===== src/rtl/compare_sched.sv =====
// Shared 32-bit condition comparator for the branch unit (port 0) and trap unit (port 1).
// Port 1 has priority; a saturating wait counter bounds how long port 0 can be starved.
module compare_sched #(
  parameter int WIDTH        = 32,
  parameter int STARVE_LIMIT = 4
) (
  input  logic             clock,
  input  logic             reset_n,
  input  logic             stall,
  input  logic             flush0,
  input  logic             req_valid0,
  output logic             req_ready0,
  input  logic [WIDTH-1:0] req_a0,
  input  logic [WIDTH-1:0] req_b0,
  input  logic [2:0]       req_cond0,
  input  logic             req_valid1,
  output logic             req_ready1,
  input  logic [WIDTH-1:0] req_a1,
  input  logic [WIDTH-1:0] req_b1,
  input  logic [2:0]       req_cond1,
  output logic             rsp_valid,
  output logic             rsp_id,
  output logic             rsp_result,
  output logic             rsp_err
);

  localparam int            WW    = (STARVE_LIMIT > 0) ? $clog2(STARVE_LIMIT + 1) : 1;
  localparam logic [WW-1:0] LIMIT = WW'(STARVE_LIMIT);

  localparam logic [2:0] COND_EQ  = 3'b000;
  localparam logic [2:0] COND_NE  = 3'b001;
  localparam logic [2:0] COND_GZ  = 3'b010;
  localparam logic [2:0] COND_LZ  = 3'b011;
  localparam logic [2:0] COND_GEZ = 3'b100;
  localparam logic [2:0] COND_LEZ = 3'b101;

  logic [WW-1:0]    wait0;
  logic             prio0;
  logic             grant0;
  logic             grant1;

  logic             s1_valid;
  logic             s1_id;
  logic [WIDTH-1:0] s1_a;
  logic [WIDTH-1:0] s1_b;
  logic [2:0]       s1_cond;

  logic             cmp_res;
  logic             cmp_err;
  logic             a_neg;
  logic             a_zero;

  assign prio0  = (wait0 >= LIMIT);
  // Port 1 loses only when port 0 actually takes the slot, so a starved-but-idle port 0 never blocks it.
  assign grant0 = !stall && req_valid0 && !flush0 && (prio0 || !req_valid1);
  assign grant1 = !stall && req_valid1 && !grant0;

  assign req_ready0 = grant0;
  assign req_ready1 = grant1;

  always_ff @(posedge clock or negedge reset_n) begin
    if (!reset_n) begin
      wait0 <= '0;
    end else if (flush0) begin
      wait0 <= '0;
    end else if (stall) begin
      wait0 <= wait0;
    end else if (!req_valid0 || grant0) begin
      wait0 <= '0;
    end else if (wait0 < LIMIT) begin
      wait0 <= wait0 + 1'b1;
    end
  end

  always_ff @(posedge clock or negedge reset_n) begin
    if (!reset_n) begin
      s1_valid <= 1'b0;
      s1_id    <= 1'b0;
      s1_a     <= '0;
      s1_b     <= '0;
      s1_cond  <= '0;
    end else if (!stall) begin
      s1_valid <= grant0 || grant1;
      if (grant0 || grant1) begin
        s1_id   <= grant1;
        s1_a    <= grant1 ? req_a1    : req_a0;
        s1_b    <= grant1 ? req_b1    : req_b0;
        s1_cond <= grant1 ? req_cond1 : req_cond0;
      end
    end else if (flush0 && !s1_id) begin
      s1_valid <= 1'b0;
    end
  end

  always_comb begin
    cmp_res = 1'b0;
    cmp_err = 1'b0;
    a_neg   = s1_a[WIDTH-1];
    a_zero  = (s1_a == '0);
    case (s1_cond)
      COND_EQ:  cmp_res = (s1_a == s1_b);
      COND_NE:  cmp_res = (s1_a != s1_b);
      COND_GZ:  cmp_res = !a_neg && !a_zero;
      COND_LZ:  cmp_res = a_neg;
      COND_GEZ: cmp_res = !a_neg;
      COND_LEZ: cmp_res = a_neg || a_zero;
      default:  cmp_err = 1'b1;
    endcase
  end

  always_ff @(posedge clock or negedge reset_n) begin
    if (!reset_n) begin
      rsp_valid  <= 1'b0;
      rsp_id     <= 1'b0;
      rsp_result <= 1'b0;
      rsp_err    <= 1'b0;
    end else if (!stall) begin
      rsp_valid <= s1_valid && !(flush0 && !s1_id);
      if (s1_valid) begin
        rsp_id     <= s1_id;
        rsp_result <= cmp_res;
        rsp_err    <= cmp_err;
      end
    end else if (flush0 && !rsp_id) begin
      rsp_valid <= 1'b0;
    end
  end

endmodule


===== config.mk =====
export PLATFORM = sky130hd
export DESIGN_NAME = compare_sched
export DESIGN_NICKNAME = d
export VERILOG_FILES = /design/src/rtl/compare_sched.sv
export SDC_FILE = /design/constraint.sdc
export NUM_CORES = 1
export LEC_CHECK = 0
export BUFFER_PORTS_ARGS = -buffer_cell sky130_fd_sc_hd__buf_2
export CAP_MARGIN = 25
export CORE_MARGIN = 2
export CORE_UTILIZATION = 50
export CTS_CLUSTER_SIZE = 12
export DETAILED_ROUTE_END_ITERATION = 10
export PLACE_DENSITY = 0.81
export SYNTH_ARGS = -nofsm -noshare
export SYNTH_HDL_FRONTEND = slang
export SYNTH_SLANG_ARGS = --single-unit

===== constraint.sdc =====
create_clock -name clock -period 2.3 [get_ports clock]
set_input_delay 0.345 -clock clock [delete_from_list [all_inputs] [get_ports clock]]
set_output_delay 0.345 -clock clock [all_outputs]
set_load 0.1 [all_outputs]

==> key figures <==
Timing
  – # setup viols final: 0
  – Fin crit period: 2.11 ns
  – Max-slew headroom: 37.1%
  – Tcrit/Tclk final: 91.6%
  – Least-Margin Pin Slew: 0.943 ns
  – Fin. Hold Viols: 0
  – Total negative setup slack: 0 ns
  – Clk_skew: 0.00512 ns
  – Final Max Slew Viols: 0
  – Max Fclk: 0.474 GHz
  – Setup repair after global routing missed its margin: no

Job
  – Maxcap violations: 0

Pwr
  – Worst vdd ir: around 0.36 mV
  – Total Power Consumption: ~0.0037 W
  – Clk pwr share: 30.3%
  – Combinational power share: 23.3%
  – Sw frac: 31.4%
  – P_leak: 2.23 nW
  – Seq pwr share: 46.5%
  – P_int: 0.00252 W
  – Pwr dens: around 740 nW/um2
  – Sw power: 0.00115 W

Finish
  – Final net count: 677
  – Ant diodes: 0
  – Reg area: about 1900 um2
  – Area delta synth->final: 24.8%
  – Most frequent cells in the layout: buf_2, dfrtp_1, nand2_1, o21ai_0, a22oi_1
  – Layout cells sized above 1: roughly 38%
  – Number of fill cells: about 640
  – Final core utilization: between 60 and 70%
  – Final non-filler cell total: approximately 640
  – Most common cell after layout, fill and taps aside: buf_2
  – Multi-input logic area: 1920 um2

Worst setup path
  – Reg2reg path depth: 6
  – Critical Path Sink: req_ready0
  – Reg2Reg Launch Point: s1_a[19]
  – Data arrival, critical path: between 1.5 and 2 ns
  – Type of element capturing the critical path: output pin
  – CP max FO: 5
  – R2R Path End: rsp_result
  – Worst EP required: 1.96 ns
  – Critical path startpoint: wait0[2]
  – R2r setup slk: 0.36 ns
  – Critical path class: flip-flop to output pin
  – Worst setup SP type: flip-flop

Yosys
  – Post-synthesis sequential area ratio: a little under half
  – #FFs+latches synth: 76
  – Syn Inst Count: 404
  – Syn_nets: 545
  – Yosys cell types: 29
  – Synth Cell Area: 3960 um2
  – Warnings from Yosys: 0
  – Syn Area/Cell: 9.81 um2

Routing
  – DR vias: 3505
  – Post-DRT Antenna Nets: 0
  – Drt total wl: 9900 um
  – First-pass DRT Iterations: 5
  – Via density per instance: 5.45
  – Drt wl/cell: 15.4 um
  – DRC viols: 0
  – DR iter-0 viols: 202

Floorplanning
  – Die H: just over 90 um
  – IO Pins: 146
  – Full die area: around 8700 um2
  – Die outline width: a little over 90 um
  – # rows: 32
  – Placeable Area: 7690 um2
  – Initial Util: 51.5%

CTS
  – Worst-skew pair later-pin latency: 0.35 ns
  – CTS Buf Count: 9
  – Setup Buffers After CTS: 0
  – Htree depth: 3
  – Reg clk slew, reported paths: 0.08 ns
  – Post-CTS Hold Buffers: 0
  – CTS Sinks: 76
  – Clock buffer depth: 2
  – Post-CTS sizing: 0
  – CTS root buf: clkbuf_8
  – CTS tree: built

Global route
  – Overall fraction of global-route tracks in use: 23.2%
  – M1 GR Usage: ~34%
  – Met2 usage: 36.5%
  – Initial antenna violation count: 0
  – Largest net degree at the start of global routing: 77
  – M3 GR Usage: 4.27%
  – Vias in the first global route: 3315
  – Total grt overflow: 0
  – Global-route wire length before repair: about 16000 um
  – Busiest grt layer: met2

Placement
  – I/O Buffers: 145
  – Placed Cells: between 600 and 700
  – Final HPWL DP: around 7400 um
  – GPL Wtd Cong: 0.825

Min path
  – Hold WC Path Type: primary input to asynchronous set/reset pin

Status
  – Status: complete, no violations
cell families after synthesis:
group                    Yosys count  synth area share, %
AO/OA/AOI/OAI                    151                 27.3
XOR/XNOR                          32                 7.07
adder cells (fa/ha/maj)            1                0.316
buffers and inverters             33                 4.20
flip-flops                        76                 48.0
multiplexers                       2                0.537
AND/OR/NAND/NOR                  109                 12.6
worst min path at each step:
stage | from | endpoint | slack (ns)
5_1_grt | reset_n | wait0[2] | 0.22
4_1_cts | reset_n | wait0[2] | 0.17
3_3_place_gp | s1_b[9] | s1_b[9] | 0.49
6_report | reset_n | s1_b[14] | 0.13
2_1_floorplan | reset_n | rsp_err | 0.05
3_5_place_dp | rsp_err | rsp_err | 0.49
synthesized netlist by cell type, drive strengths merged:
master	instances	share of area (%)
a21oi	7	0.88
mux2i	1	0.25
inv	3	0.28
and2	1	0.16
buf	14	2.4
ha	1	0.32
a31oi	2	0.32
nor2b	1	0.35
clkbuf	16	1.5
mux2	1	0.28
or3b	1	0.28
a21o	1	0.19
nand2	73	6.9
nor3	2	0.25
nor2	6	0.57
nand4	11	1.7
nand3	1	0.13
nor3b	1	0.32
xnor2	32	7.1
o21ai	73	9.2
a22oi	67	16
o211ai	1	0.19
nor4	10	1.6
or3	1	0.16
dfrtp	76	48
and3	1	0.16
registers in the layout, summed over array words and instances (netlist names):
signal      count
rsp_err         1
rsp_id          1
rsp_result      1
rsp_valid       1
s1_a           32
s1_b           32
s1_cond         3
s1_id           1
s1_valid        1
wait0           3
per-stage QoR:
| stage | hold WS [ns] | cell area (um2) | setup slack [ns] |
|---|---|---|---|
| 2_1_floorplan | 0.0494 | 3970 | 0.292 |
| 3_3_place_gp | 0.486 | 4730 | 0.332 |
| 3_5_place_dp | 0.494 | 4730 | 0.296 |
| 4_1_cts | 0.171 | 4950 | 0.168 |
| 5_1_grt | 0.221 | 4950 | 0.124 |
| 6_report | 0.135 | 4950 | 0.192 |
area by class of cell:
cell class | count | area share [%]
Inverter | 3 | 0.228
Tap cell | 102 | 2.58
Multi-Input combinational cell | 295 | 38.7
Clock inverter | 5 | 1.52
Clock buffer | 11 | 2.86
Sequential cell | 76 | 38.5
Timing Repair Buffer | 151 | 15.6
power groups by stage:
stage | clock network (W) | registers (W) | logic (W)
after detailed placement | 0 | 0.00173 | 0.000860
after global routing | 0.00117 | 0.00173 | 0.000947
after global placement | 0 | 0.00172 | 0.000841
final | 0.00111 | 0.00171 | 0.000854
after CTS | 0.00114 | 0.00170 | 0.000864
after floorplan | 0 | 0.00179 | 0.000470
critical path: stages, from the launching register on:
cell and delay (ns):
dfrtp_1 0.40, nor2b_4 0.07, or3b_4 0.40, nor2_2 0.11, buf_2 0.43
routing by layer:
| metal | up-vias | routed length (um) |
|---|---|---|
| met5 | - | 0 |
| met4 | 0 | 99 |
| met3 | 13 | 621 |
| met2 | 133 | 4680 |
| met1 | 1631 | 4500 |
| li1 | 1728 | - |
Power figures use the tool's default switching activity.
